===== config.mk =====
export PLATFORM = sky130hd
export DESIGN_NAME = uart_rx_cfg
export DESIGN_NICKNAME = d
export VERILOG_FILES = /design/src/rtl/uart_pkg.sv /design/src/rtl/uart_rx_fifo.sv /design/src/rtl/uart_rx_cfg.sv
export SDC_FILE = /design/constraint.sdc
export NUM_CORES = 1
export LEC_CHECK = 0
export CORE_UTILIZATION = 36
export CTS_CLUSTER_DIAMETER = 60
export DETAILED_ROUTE_END_ITERATION = 6
export HOLD_SLACK_MARGIN = 0.05
export SLEW_MARGIN = 20
export SYNTH_ARGS = -nofsm -noshare
export SYNTH_HDL_FRONTEND = slang
export SYNTH_SLANG_ARGS = --single-unit

===== constraint.sdc =====
create_clock -name clk16x -period 3.79 [get_ports clk16x]
set_clock_uncertainty 0.05 [all_clocks]
set_input_delay 0.758 -clock clk16x [delete_from_list [all_inputs] [get_ports clk16x]]
set_output_delay 0.758 -clock clk16x [all_outputs]
set_load 0.05 [all_outputs]

===== src/rtl/uart_pkg.sv =====
// Shared types and constants for the 16x-oversampled UART receive path.
package uart_pkg;

  localparam logic [1:0] PAR_NONE = 2'b00;
  localparam logic [1:0] PAR_EVEN = 2'b01;
  localparam logic [1:0] PAR_ODD  = 2'b10;

  typedef enum logic [2:0] {
    IDLE,
    START,
    DATA,
    PARITY,
    STOP
  } rx_state_t;

  localparam int DATA_W        = 8;
  localparam int ENTRY_W       = 11;
  localparam int TICKS_PER_BIT = 16;
  localparam int SAMPLE_MID    = 8;

  typedef struct packed {
    logic              brk;
    logic              ferr;
    logic              perr;
    logic [DATA_W-1:0] data;
  } rx_entry_t;

  function automatic logic maj3(input logic a, input logic b, input logic c);
    return (a & b) | (a & c) | (b & c);
  endfunction

endpackage


===== src/rtl/uart_rx_fifo.sv =====
// Synchronous show-ahead FIFO; the head word is visible whenever not empty.
module uart_rx_fifo #(
  parameter int WIDTH = 11,
  parameter int DEPTH = 8
) (
  input  logic             clk16x,
  input  logic             clrn,
  input  logic             push,
  input  logic [WIDTH-1:0] push_data,
  input  logic             pop,
  output logic [WIDTH-1:0] pop_data,
  output logic             full,
  output logic             empty,
  output logic             overrun_drop
);

  localparam int AW = $clog2(DEPTH);

  logic [WIDTH-1:0] mem [DEPTH];
  logic [AW:0]      wr_ptr;
  logic [AW:0]      rd_ptr;
  logic             pop_ok;
  logic             wr_ok;

  // Extra pointer MSB separates the full and empty cases when the indices match.
  assign empty        = (wr_ptr == rd_ptr);
  assign full         = (wr_ptr[AW] != rd_ptr[AW]) && (wr_ptr[AW-1:0] == rd_ptr[AW-1:0]);
  assign pop_ok       = pop && !empty;
  assign wr_ok        = push && (!full || pop_ok);
  assign overrun_drop = push && full && !pop_ok;
  assign pop_data     = empty ? '0 : mem[rd_ptr[AW-1:0]];

  always_ff @(posedge clk16x or negedge clrn) begin
    if (!clrn) begin
      wr_ptr <= '0;
      rd_ptr <= '0;
    end else begin
      if (wr_ok)  wr_ptr <= wr_ptr + 1'b1;
      if (pop_ok) rd_ptr <= rd_ptr + 1'b1;
    end
  end

  always_ff @(posedge clk16x) begin
    if (wr_ok) mem[wr_ptr[AW-1:0]] <= push_data;
  end

endmodule


===== src/rtl/uart_rx_cfg.sv =====
// UART receiver at 16x baud: line synchroniser, centred 3-sample majority voting,
// per-frame latched format, and an RX FIFO carrying per-entry error flags.
module uart_rx_cfg #(
  parameter int FIFO_DEPTH  = 8,
  parameter int SYNC_STAGES = 2
) (
  input  logic       clk16x,
  input  logic       clrn,
  input  logic       rxd,
  input  logic [1:0] cfg_bits,
  input  logic [1:0] cfg_parity,
  input  logic       cfg_stop2,
  input  logic       rd_en,
  output logic [7:0] rd_data,
  output logic       rd_perr,
  output logic       rd_ferr,
  output logic       rd_brk,
  output logic       rx_valid,
  output logic       overrun,
  input  logic       clr_err,
  output logic       busy
);
  import uart_pkg::*;

  localparam int            TW      = $clog2(TICKS_PER_BIT);
  localparam logic [TW-1:0] T_EARLY = TW'(SAMPLE_MID - 1);
  localparam logic [TW-1:0] T_MID   = TW'(SAMPLE_MID);
  localparam logic [TW-1:0] T_LATE  = TW'(SAMPLE_MID + 1);

  logic [SYNC_STAGES-1:0] sync_q;
  logic                   rxd_s;
  logic                   prev_s;
  logic                   start_edge;

  rx_state_t         state;
  logic [TW-1:0]     tick;
  logic              s_early, s_mid;
  logic [2:0]        bit_cnt;
  logic [1:0]        bits_l, par_l;
  logic              stop2_l, stop_idx;
  logic [DATA_W-1:0] shift;
  logic              par_acc, ferr_acc, brk_acc;

  logic              decide, bit_val, par_en, last_stop, push;
  logic [1:0]        rjust;
  rx_entry_t         push_entry, head;
  logic [ENTRY_W-1:0] fifo_dout;
  logic              fifo_full, fifo_empty, fifo_drop;

  always_ff @(posedge clk16x or negedge clrn) begin
    if (!clrn) begin
      sync_q <= '1;
      prev_s <= 1'b1;
    end else begin
      sync_q <= {sync_q[SYNC_STAGES-2:0], rxd};
      prev_s <= rxd_s;
    end
  end

  assign rxd_s      = sync_q[SYNC_STAGES-1];
  assign start_edge = !rxd_s && prev_s;

  // tick reads k mod 16 at edge D+k, so the voter window lands on ticks 7..9.
  assign decide    = (state != IDLE) && (tick == T_LATE);
  assign bit_val   = maj3(s_early, s_mid, rxd_s);
  assign par_en    = (par_l == PAR_EVEN) || (par_l == PAR_ODD);
  assign last_stop = (state == STOP) && (!stop2_l || stop_idx);
  assign push      = decide && last_stop;
  assign rjust     = 2'd3 - bits_l;

  always_comb begin
    push_entry      = '0;
    push_entry.data = shift >> rjust;
    push_entry.ferr = ferr_acc | ~bit_val;
    push_entry.brk  = stop_idx ? brk_acc : (brk_acc & ~bit_val);
    case (par_l)
      PAR_EVEN: push_entry.perr = par_acc;
      PAR_ODD:  push_entry.perr = ~par_acc;
      default:  push_entry.perr = 1'b0;
    endcase
  end

  always_ff @(posedge clk16x or negedge clrn) begin
    if (!clrn) begin
      state    <= IDLE;
      tick     <= '0;
      s_early  <= 1'b1;
      s_mid    <= 1'b1;
      bit_cnt  <= '0;
      bits_l   <= '0;
      par_l    <= PAR_NONE;
      stop2_l  <= 1'b0;
      stop_idx <= 1'b0;
      shift    <= '0;
      par_acc  <= 1'b0;
      ferr_acc <= 1'b0;
      brk_acc  <= 1'b0;
    end else begin
      case (state)
        IDLE: begin
          if (start_edge) begin
            state    <= START;
            tick     <= TW'(1);
            bits_l   <= cfg_bits;
            par_l    <= cfg_parity;
            stop2_l  <= cfg_stop2;
            stop_idx <= 1'b0;
            bit_cnt  <= '0;
            shift    <= '0;
            par_acc  <= 1'b0;
            ferr_acc <= 1'b0;
            brk_acc  <= 1'b1;
          end
        end
        default: begin
          tick <= tick + TW'(1);
          if (tick == T_EARLY) s_early <= rxd_s;
          if (tick == T_MID)   s_mid   <= rxd_s;
          if (decide) begin
            case (state)
              START: state <= bit_val ? IDLE : DATA;
              DATA: begin
                shift   <= {bit_val, shift[DATA_W-1:1]};
                par_acc <= par_acc ^ bit_val;
                brk_acc <= brk_acc & ~bit_val;
                bit_cnt <= bit_cnt + 3'd1;
                // Last data bit index is 4 + cfg_bits.
                if (bit_cnt == {1'b1, bits_l}) state <= par_en ? PARITY : STOP;
              end
              PARITY: begin
                par_acc <= par_acc ^ bit_val;
                brk_acc <= brk_acc & ~bit_val;
                state   <= STOP;
              end
              STOP: begin
                if (last_stop) begin
                  state <= IDLE;
                end else begin
                  stop_idx <= 1'b1;
                  ferr_acc <= ~bit_val;
                  brk_acc  <= brk_acc & ~bit_val;
                end
              end
              default: state <= IDLE;
            endcase
          end
        end
      endcase
    end
  end

  uart_rx_fifo #(
    .WIDTH (ENTRY_W),
    .DEPTH (FIFO_DEPTH)
  ) u_fifo (
    .clk16x       (clk16x),
    .clrn         (clrn),
    .push         (push),
    .push_data    (push_entry),
    .pop          (rd_en),
    .pop_data     (fifo_dout),
    .full         (fifo_full),
    .empty        (fifo_empty),
    .overrun_drop (fifo_drop)
  );

  // A drop on the same cycle as clr_err must leave the flag set.
  always_ff @(posedge clk16x or negedge clrn) begin
    if (!clrn)                        overrun <= 1'b0;
    else if (fifo_drop && fifo_full)  overrun <= 1'b1;
    else if (clr_err)                 overrun <= 1'b0;
  end

  assign head     = rx_entry_t'(fifo_dout);
  assign rd_data  = head.data;
  assign rd_perr  = head.perr;
  assign rd_ferr  = head.ferr;
  assign rd_brk   = head.brk;
  assign rx_valid = !fifo_empty;
  assign busy     = (state != IDLE);

endmodule


# Word level (Yosys, flattened, before mapping)
# Memory sizes are Yosys's and may differ from the RTL's.
# Index checks and enable logic that the tools add are counted.
# W data, S select, Z words.
# word_totals
ff_bits	41
latchBits	0
ramBits	88
rom_bits	0
input_bits	10
mem_count	1
# memory_table
name	words	width	rd	rd_clocked_by_memory_dff	wr	line	source
u_fifo.mem	8	11	1	0	1	uart_rx_fifo.sv:19	logic [WIDTH-1:0] mem [DEPTH];
# op_classes
addsub	5
multipliers	0
n_div	0
order_cmp	0
n_eq_ne	18
n_shift	1
mux	42
n_bitwise	11
n_reduce_logical	35
# op_table
op	n
$mux W8	4
$mux W3	10
$mux W1	21
$add A4 B1 Y4 const B	3
$pmux W3 S4	1
$reduce_and A4 Y1	3
$mux W11	1
$logic_and A1 B1 Y1	10
$reduce_bool A2 Y1	5
$eq A4 B4 Y1 const B	2
$mux W4	2
$shr A8 B2 Y8	1
$eq A3 B2 Y1 const B	2
$eq A3 B3 Y1	2
$ne A3 B2 Y1 const B	2
$reduce_and A2 Y1	3
$reduce_and A3 Y1	2
$reduce_bool A3 Y1	2
$logic_not A1 Y1	5
$and A1 B1 Y1	4
$eq A4 B3 Y1 const B	1
$eq A4 B4 Y1	1
$pmux W1 S2	2
$add A3 B1 Y3 const B	1
16 further kinds	22

# Logic depth before layout (Yosys ltp)
# Gate-level depths: netlist of run 1.
# logic_depth
ltp_word	9
depth_mapped	7
ltp_nobuf	6

# By module
# From an unflattened synthesis of run 1, not the netlist that was laid out.
# hier_totals
hier_cells	363
hier_area_um2	5652.9
# by_module_without_submodules
mod	instances	cells_each	area_per_inst_um2	seq_area_each_um2
uart_rx_fifo	1	198	3915.0	2842.7
uart_rx_cfg	1	165	1737.9	832.0

# Worst setup path after synthesis of run 1
# Ideal clock, no wire load.
# synth_timing
path_type	register to register
from	register tick[1]
to	memory u_fifo.mem[0][0], enable pin
setup_ns	0.408
arrival_time_ns	2.333
t_required_ns	3.332
path_slack_ns	0.999
stages_incl_launch_ff	7
n_path_buf	0
path_cell_list	dfrtp_1 > inv_1 > ha_1 > and3b_1 > and4b_1 > o21ai_4 > nor4_1
# synth_between
elab_chain_len	6
# synth_lines
item	line	source
from (decl)	uart_rx_cfg.sv:36	logic [TW-1:0] tick;
from (signal assigned)	uart_rx_cfg.sv:116	tick <= tick + TW'(1);
$eq A4 B4 Y1	uart_rx_cfg.sv:64	assign decide = (state != IDLE) && (tick == T_LATE);
$logic_and A1 B1 Y1	uart_rx_cfg.sv:64	
$logic_and A1 B1 Y1	uart_rx_cfg.sv:68	assign push = decide && last_stop;
$logic_and A1 B1 Y1	uart_rx_fifo.sv:29	assign wr_ok = push && (!full || pop_ok);
$mux W1	uart_rx_fifo.sv:44	if (wr_ok) mem[wr_ptr[AW-1:0]] <= push_data;
$mux W1 (not written as such)	uart_rx_fifo.sv:44	
to (decl)	uart_rx_fifo.sv:19	
# No other way between the ends.

# Worst setup path after layout of run 1
# layout_timing
from	register u_fifo.rd_ptr[0]
to	output port rd_data[5]
# layout_between
elab_chain_len	2
# layout_lines
item	line	source
from (decl)	uart_rx_fifo.sv:21	logic [AW:0] rd_ptr;
from (signal assigned)	uart_rx_fifo.sv:39	if (pop_ok) rd_ptr <= rd_ptr + 1'b1;
$mem_v2 Z8 W11 / $eq A4 B4 Y1 (equally long branches)	n/a	
$mux W11 (*)	uart_rx_fifo.sv:31	assign pop_data = empty ? '0 : mem[rd_ptr[AW-1:0]];
to (decl)	uart_rx_cfg.sv:14	output logic [7:0] rd_data,
# Every way passes the cells marked *; elsewhere a longest branch is shown, timed or not.

==> impl_metrics.json, run 1 <==
{
  "area_growth_pct": 18.53,
  "synthAdderAreaFrac_pct": 1.801,
  "worstReg2RegStart": "u_fifo.rd_ptr[0]$_DFFE_PN0P_",
  "power.density_nw_per_um2": 805.7,
  "critPathSlowestCell": "dfrtp_1",
  "synth_edf_count": 88,
  "synth_top_area_share_pct": 47.56,
  "drtIter0Drc": 202,
  "die_h_um": 126.2,
  "firstDrtPassIters": 4,
  "postCtsHoldBufs": 0,
  "antenna_found_initial": 0,
  "post-route-period-util_pct": 87.35,
  "worstHoldPathType": "reg -> reg",
  "ctsResizeCount": 0,
  "path_max_fanout": 12,
  "ir_worst_vdd_uv": 380.2,
  "yosysTopAreaCell": "edfxtp_1",
  "wl_um": 10380,
  "cts-root-buf": "clkbuf_16",
  "cap_violations": 0,
  "syn_inst": 347,
  "track_usage_pct": 14.71,
  "cp-startpoint": "u_fifo.rd_ptr[0]$_DFFE_PN0P_",
  "synth_top_family_by_area": "multiplexers",
  "hold_viol": 0,
  "max-slew-margin-rel_pct": 37.34,
  "syn_nets": 365,
  "yosys_most_used_dff": "edfxtp_1",
  "synthXorXnorAreaFrac_pct": 2.207,
  "dpl.cell_count": 556,
  "numClockSinks": 129,
  "tns_ns": 0,
  "final_common_cell": "edfxtp_1",
  "synth_compound_area_share_pct": 5.292,
  "die_w_um": 126.2,
  "insertion_delay_ns": 0.41,
  "yosys.cell_types.count": 48,
  "crit_top_cell": "buf_4",
  "antenna_left": 0,
  "gp_congestion": 0.7639,
  "seq_area_frac_synth_pct": 66.13,
  "worst_slew_pin_slew_ns": 0.9399,
  "dp_hpwl_um": 6810,
  "clockBufferDepth": 2,
  "row_count": 45,
  "start_util_pct": 36.69,
  "io_buffers": 23,
  "rsz0062_at_grt": "no",
  "synthMuxAreaShare_pct": 15.56,
  "synth-warning-count": 0,
  "grt_pass1_wl_um": 17260,
  "finalMaxSlewViolations": 0,
  "path_cells": "buf_4, mux4_2, mux2i_1, nor2_1, buf_4",
  "holdWs_ns": 0.3062,
  "ios": 24,
  "ys_ff_latch": 129,
  "setup_viol": 0,
  "path_delay_family": "flip-flops",
  "min-delay-start": "sync_q[0]$_DFF_PN1_",
  "syn_area_um2": 5557,
  "n_antenna_cell": 0,
  "synthArstFlopShare_pct": 31.78,
  "grt-ovfl-total": 0,
  "core_area_um2": 15150,
  "slowest_delay_ns": 0.79,
  "clk_pin_slew_ns": 0.06,
  "cts_tree": "yes",
  "cts_buffers": 17,
  "crit_required_ns": 2.98,
  "p_leak_nw": 2.461,
  "fin_crit_ns": 3.311,
  "drive_gt1_share_pct": 26.75,
  "fmax_ghz": 0.3021,
  "route.detailed.drc": 0,
  "layout_common_cells": "88 x edfxtp_1, 36 x dfrtp_1, 30 x buf_4",
  "cp-start-kind": "flop",
  "layout.nets": 405,
  "via_per_inst": 5.126,
  "criticalPathCategory": "reg -> out",
  "wl_per_cell_um": 17.65,
  "status": "complete, no violations",
  "cts_max_level": 4,
  "crit_buf_inv": 2,
  "vias": 3014,
  "crit_path_end_kind": "output port",
  "grt_max_degree": 42,
  "synth.area.top_cells": "edfxtp_1 48%, dfrtp_1 16%, mux4_2 8.9%",
  "arrival_ns": 2.50,
  "stdcell_count": 588,
  "grt_pass1_vias": 3169,
  "post-cts-setup-buffer-count": 0,
  "avgSynthCellArea_um2": 16.01,
  "final_core_util_pct": 43.49,
  "die-area_um2": 15940,
  "synth-simple-area-share_pct": 6.710
}
-- power by group --
group / internal (mW) / leakage, nW / switching [mW] / total (mW)
Clock: 0.898 / 0.263 / 0.591 / 1.49
Combinational: 0.738 / 0.902 / 1.07 / 1.81
Sequential: 1.75 / 1.30 / 0.251 / 2.01
-- logic make-up after synthesis --
logic type / Yosys count
flops: 129
simple gates: 70
mux: 57
compound gates: 41
buf+inv: 28
xor+xnor: 14
fa+ha+maj: 8
-- cell usage after synthesis, drive strengths merged, types with 3 or more instances --
library cell and count:
nand2b 4, o211ai 4, xor2 9, a31oi 3, mux2i 23, dfrtp 36
a22o 9, edfxtp 88, nand3 3, buf 10, inv 8, nand2 10
nor2b 5, nor2 22, clkbuf 10, a21oi 11, nand4 3, o31ai 4
mux2 12, nor3 7, dfstp 5, mux4 22, ha 8, xnor2 5
o21ai 5
-- state kept, by name, summed over array words and instances (netlist names) --
name	count
u_fifo.mem	88
shift	8
tick	4
u_fifo.rd_ptr	4
u_fifo.wr_ptr	4
bit_cnt	3
state	3
bits_l	2
par_l	2
sync_q	2
brk_acc	1
ferr_acc	1
overrun	1
par_acc	1
prev_s	1
s_early	1
s_mid	1
stop2_l	1
stop_idx	1
-- layout make-up --
class                           count  area (um2)
Fill cell                        1351        8559
Inverter                            8       30.03
Clock buffer                       19       432.9
Multi-Input combinational cell    190        1767
Sequential cell                   129        3675
Timing Repair Buffer               41       330.3
Tap cell                          188       235.2
Clock inverter                     13       116.4
-- per-layer routing --
layer / part of all wire [%] / global-route usage [%] / routed length [um]
met5: 0 / 0 / 0
met2: 50 / 23.37 / 5155
met4: 1.2 / 5.103 / 125
met3: 4.2 / 4.630 / 437
met1: 45 / 19.03 / 4657
-- worst reg2reg max path, cell delays in order, from the launching register on --
cell     delay [ns]
dfrtp_1        0.79
xor2_1         0.21
or3_1          0.53
o211a_1        0.55
xor2_1         0.25
-- metrics by stage --
| step | worst slack, ns | total power, mW | instance area [um2] |
|---|---|---|---|
| floorplan | 0.9988 | 3.381 | 5557 |
| global placement | 0.8680 | 3.823 | 6037 |
| detailed placement | 0.8578 | 3.871 | 6037 |
| CTS | 0.3938 | 5.377 | 6586 |
| global route | 0.2819 | 5.608 | 6586 |
| finish | 0.4794 | 5.307 | 6586 |
-- worst paths after layout --
kind,to,slack [ns],depth (start not counted)
min,sync_q[1]$_DFF_PN1_,0.31,0
max,rd_data[5],0.48,5
min in group asynchronous,tick[2]$_DFFE_PN0P_,0.44,1
min reg2reg,sync_q[1]$_DFF_PN1_,0.31,0
max in group asynchronous,par_l[1]$_DFFE_PN0P_,2.65,1
max reg2reg,u_fifo.wr_ptr[3]$_DFFE_PN0P_,1.25,4
Note: power is estimated with default switching activity, not from simulation.
==> inputs of run 2 (changes only) <==
Settings changed: CORE_MARGIN from default to 8.
==> impl_metrics.json, run 2 (synthesis results as in run 1) <==
{
  "fmax_ghz": 0.3151,
  "hold_depth": 0,
  "wl_per_cell_um": 18.17,
  "numClockSinks": 129,
  "rsz0062_at_grt": "no",
  "layout.nets": 401,
  "status": "complete, no violations",
  "die-area_um2": 19670,
  "row_count": 45,
  "insertion_delay_ns": 0.42,
  "firstDrtPassIters": 4,
  "max-slew-margin-rel_pct": 36.78,
  "postCtsHoldBufs": 0,
  "critPathSlowestCell": "dfrtp_1",
  "design_area_um2": 6615,
  "crit_top_cell": "buf_4",
  "core_area_um2": 15150,
  "grt-ovfl-total": 0,
  "hold_viol": 0,
  "p_total_mw": 5.477,
  "grt_pass1_vias": 3163,
  "p_leak_nw": 2.473,
  "r2r_cells": 4,
  "layout_common_cells": "88 x edfxtp_1, 36 x dfrtp_1, 26 x buf_4",
  "largest_reg_flops": 88,
  "fillers": 1345,
  "cts_max_level": 4,
  "n_antenna_cell": 0,
  "post-cts-setup-buffer-count": 0,
  "crit_path_end_kind": "output port",
  "final_common_cell": "edfxtp_1",
  "antenna_found_initial": 0,
  "finalMaxSlewViolations": 0,
  "ctsResizeCount": 0,
  "arrival_ns": 2.37,
  "ir_worst_vdd_uv": 381.0,
  "io_buffers": 23,
  "power.density_nw_per_um2": 828.0,
  "vias": 3013,
  "post-route-period-util_pct": 83.74,
  "worst_slew_pin_slew_ns": 0.9384,
  "slowest_delay_ns": 0.94,
  "setup_viol": 0,
  "clockBufferDepth": 2,
  "track_usage_pct": 11.63,
  "ios": 24,
  "worstHoldPathType": "reg -> reg",
  "criticalPathCategory": "reg -> out",
  "dp_hpwl_um": 6783,
  "fin_crit_ns": 3.174,
  "drtIter0Drc": 165,
  "wl_um": 10610,
  "setup_ws_ns": 0.6163,
  "cts_buffers": 17,
  "die_w_um": 140.2,
  "start_util_pct": 36.69,
  "tns_ns": 0,
  "cap_violations": 0,
  "grt_pass1_wl_um": 17070,
  "path_cells": "buf_4, mux4_2, mux2i_1, nor2_1, buf_4",
  "clk_pin_slew_ns": 0.06,
  "grt_max_degree": 42,
  "crit_required_ns": 2.98,
  "cp-start-kind": "flop",
  "die_h_um": 140.2,
  "pre_cts_slack_ns": 1.015,
  "dpl_cell_area_um2": 6007,
  "antenna_left": 0,
  "path_max_fanout": 19,
  "cts_tree": "yes",
  "gp_congestion": 0.7697,
  "via_per_inst": 5.159,
  "area_growth_pct": 19.05,
  "route.detailed.drc": 0,
  "cts-root-buf": "clkbuf_16",
  "drive_gt1_share_pct": 26.01
}
[run 2: through the flow]
| step | utilization, % | hold WS [ns] | std cells |
|---|---|---|---|
| 2_1_floorplan | - | 0.2952 | 347 |
| 3_3_place_gp | 39.66 | 0.2957 | 552 |
| 3_5_place_dp | 39.66 | 0.2992 | 552 |
| 4_1_cts | 43.68 | 0.3075 | 584 |
| 5_1_grt | 43.68 | 0.3125 | 584 |
| 6_report | 43.68 | 0.3062 | 584 |
[run 2: where the power goes]
group          total (mW)  internal, mW  switching (mW)  leakage (nW)
clock network        1.66          1.04           0.622         0.295
logic                1.82         0.728            1.09         0.881
registers            1.99          1.75           0.240          1.30
total                5.48          3.52            1.95          2.47
[run 2: final timing paths]
| path | startpoint | to | slack [ns] |
|---|---|---|---|
| min in group asynchronous | clrn | tick[2]$_DFFE_PN0P_ | 0.44 |
| setup / recovery | u_fifo.rd_ptr[1]$_DFFE_PN0P_ | rd_data[0] | 0.62 |
| hold / removal | sync_q[0]$_DFF_PN1_ | sync_q[1]$_DFF_PN1_ | 0.31 |
| setup reg to reg | u_fifo.rd_ptr[1]$_DFFE_PN0P_ | u_fifo.wr_ptr[3]$_DFFE_PN0P_ | 1.19 |
| hold reg to reg | sync_q[0]$_DFF_PN1_ | sync_q[1]$_DFF_PN1_ | 0.31 |
| max in group asynchronous | clrn | shift[4]$_DFFE_PN0P_ | 2.67 |
[run 2: layout make-up]
| cell class | instances | area, um2 | area share, % |
|---|---|---|---|
| flip-flops and latches | 129 | 3675 | 55.55 |
| multi-input cells | 190 | 1767 | 26.71 |
| clock inverters | 15 | 182.7 | 2.761 |
| inverters | 8 | 30.03 | 0.4539 |
| well taps | 188 | 235.2 | 3.556 |
| clock buffers | 17 | 425.4 | 6.431 |
| repair buffers | 37 | 300.3 | 4.539 |
[run 2: critical path, delay by kind of cell (launching register included)]
family                 cells  cell delay, ns
multiplexers               2            0.45
flip-flops                 1            0.94
buffers and inverters      2            0.50
AND/OR/NAND/NOR            1            0.06
[run 2: layer usage]
layer	global-route usage, %	wire length (um)	vias to the layer above
met1	14.18	4808	1534
met2	18.39	5198	53
met5	0	0	-
li1	-	-	1413
met4	5.943	161	0
met3	3.534	443	13
==> inputs of run 3 (changes only) <==
Clock period 3.79 ns to 3 ns, I/O delays scaled along.
==> impl_metrics.json, run 3 (synthesis results as in run 1) <==
{
  "grt-ovfl-total": 0,
  "cap_violations": 0,
  "via_per_inst": 5.149,
  "fillers": 1296,
  "cts_max_level": 4,
  "setup_viol": 0,
  "grt_max_degree": 42,
  "firstDrtPassIters": 4,
  "r2r_cells": 7,
  "vias": 3007,
  "worstHoldPathType": "in -> async",
  "status": "complete, no violations",
  "core_area_um2": 15150,
  "rsz0062_at_grt": "no",
  "max-slew-margin-rel_pct": 32.45,
  "ctsResizeCount": 0,
  "row_count": 45,
  "cts_tree": "yes",
  "layout.nets": 401,
  "grt_pass1_wl_um": 16620,
  "track_usage_pct": 11.04,
  "crit_required_ns": 2.35,
  "clockBufferDepth": 2,
  "gp_congestion": 0.7550,
  "crit_path_end_kind": "output port",
  "arrival_ns": 2.06,
  "cp-start-kind": "flop",
  "die_h_um": 140.2,
  "die-area_um2": 19670,
  "grt_pass1_vias": 3081,
  "die_w_um": 140.2,
  "route.detailed.drc": 0,
  "final-seq-area_um2": 3675,
  "ir_worst_vdd_uv": 579.9,
  "antenna_found_initial": 0,
  "wl_um": 10200,
  "post-cts-setup-buffer-count": 0,
  "area_growth_pct": 19.23,
  "multi_input_area_um2": 1767,
  "final_common_cell": "edfxtp_1",
  "power.density_nw_per_um2": 1048,
  "stdcell_count": 584,
  "cts-root-buf": "clkbuf_16",
  "wl_per_cell_um": 17.46,
  "fin_crit_ns": 2.714,
  "dpl.cell_count": 552,
  "antenna_left": 0,
  "n_antenna_cell": 0,
  "postCtsHoldBufs": 0,
  "fmax_ghz": 0.3684,
  "numClockSinks": 129,
  "criticalPathCategory": "reg -> out",
  "insertion_delay_ns": 0.41,
  "largest_reg_flops": 88,
  "worst_slew_pin_slew_ns": 1.003,
  "drive_gt1_share_pct": 26.01,
  "dp_hpwl_um": 6802,
  "p_leak_nw": 2.472,
  "post-route-period-util_pct": 90.48,
  "finalMaxSlewViolations": 0,
  "ios": 24,
  "io_buffers": 23,
  "tns_ns": 0,
  "path_max_fanout": 12,
  "drtIter0Drc": 169,
  "start_util_pct": 36.69,
  "cts_buffers": 17,
  "layout_common_cells": "88 x edfxtp_1, 36 x dfrtp_1, 25 x buf_4",
  "hold_viol": 0,
  "clk_pin_slew_ns": 0.05
}
==> run 3: path summary, 6_finish.rpt <==
check	from	to	slack, ns
setup / recovery	state[2]$_DFFE_PN0P_	busy	0.29
hold / removal	clrn	tick[1]$_DFFE_PN0P_	0.28
setup reg to reg	tick[1]$_DFFE_PN0P_	u_fifo.mem[4][2]$_DFFE_PP_	0.74
hold reg to reg	sync_q[0]$_DFF_PN1_	sync_q[1]$_DFF_PN1_	0.30
max in group asynchronous	clrn	u_fifo.rd_ptr[1]$_DFFE_PN0P_	2.05
min in group clk16x	sync_q[0]$_DFF_PN1_	sync_q[1]$_DFF_PN1_	0.30
==> run 3: final cells by class <==
type,count,area share [%]
Multi-Input combinational cell,190,26.67
Inverter,8,0.4533
Clock buffer,20,6.742
Timing Repair Buffer,37,4.721
Clock inverter,12,2.398
Tap cell,188,3.551
Sequential cell,129,55.47
==> run 3: worst max-delay path, stage by stage, from the launching register on <==
cell and delay, ns:
dfrtp_1 0.58, nor3_2 0.10, inv_2 0.16, clkdlybuf4s50_1 0.83
==> run 3: layer usage <==
| metal | vias up | part of all wire (%) | global-route usage [%] |
|---|---|---|---|
| li1 | 1410 | - | - |
| met1 | 1523 | 46 | 14.36 |
| met2 | 61 | 47 | 16.83 |
| met3 | 13 | 4.7 | 2.718 |
| met4 | 0 | 1.6 | 5.657 |
| met5 | - | 0 | 0 |
==> run 3: metrics by stage <==
| stage | power, mW | instance area (um2) | hold slack, ns | utilization (%) | worst slack, ns |
|---|---|---|---|---|---|
| 2_1_floorplan | 4.271 | 5557 | 0.2544 | - | 0.2088 |
| 3_3_place_gp | 4.893 | 6020 | 0.2971 | 39.74 | 0.6686 |
| 3_5_place_dp | 4.941 | 6020 | 0.2972 | 39.74 | 0.6302 |
| 4_1_cts | 7.025 | 6625 | 0.3053 | 43.74 | 0.2819 |
| 5_1_grt | 7.316 | 6625 | 0.3077 | 43.74 | 0.2084 |
| 6_report | 6.941 | 6625 | 0.2831 | 43.74 | 0.2857 |
==> run 3: power breakdown <==
part	total [mW]	internal, mW	leakage [nW]	switching, mW
Clock	2.07	1.33	0.291	0.739
Sequential	2.47	2.22	1.30	0.257
Combinational	2.40	0.952	0.884	1.44
Total	6.94	4.50	2.47	2.44
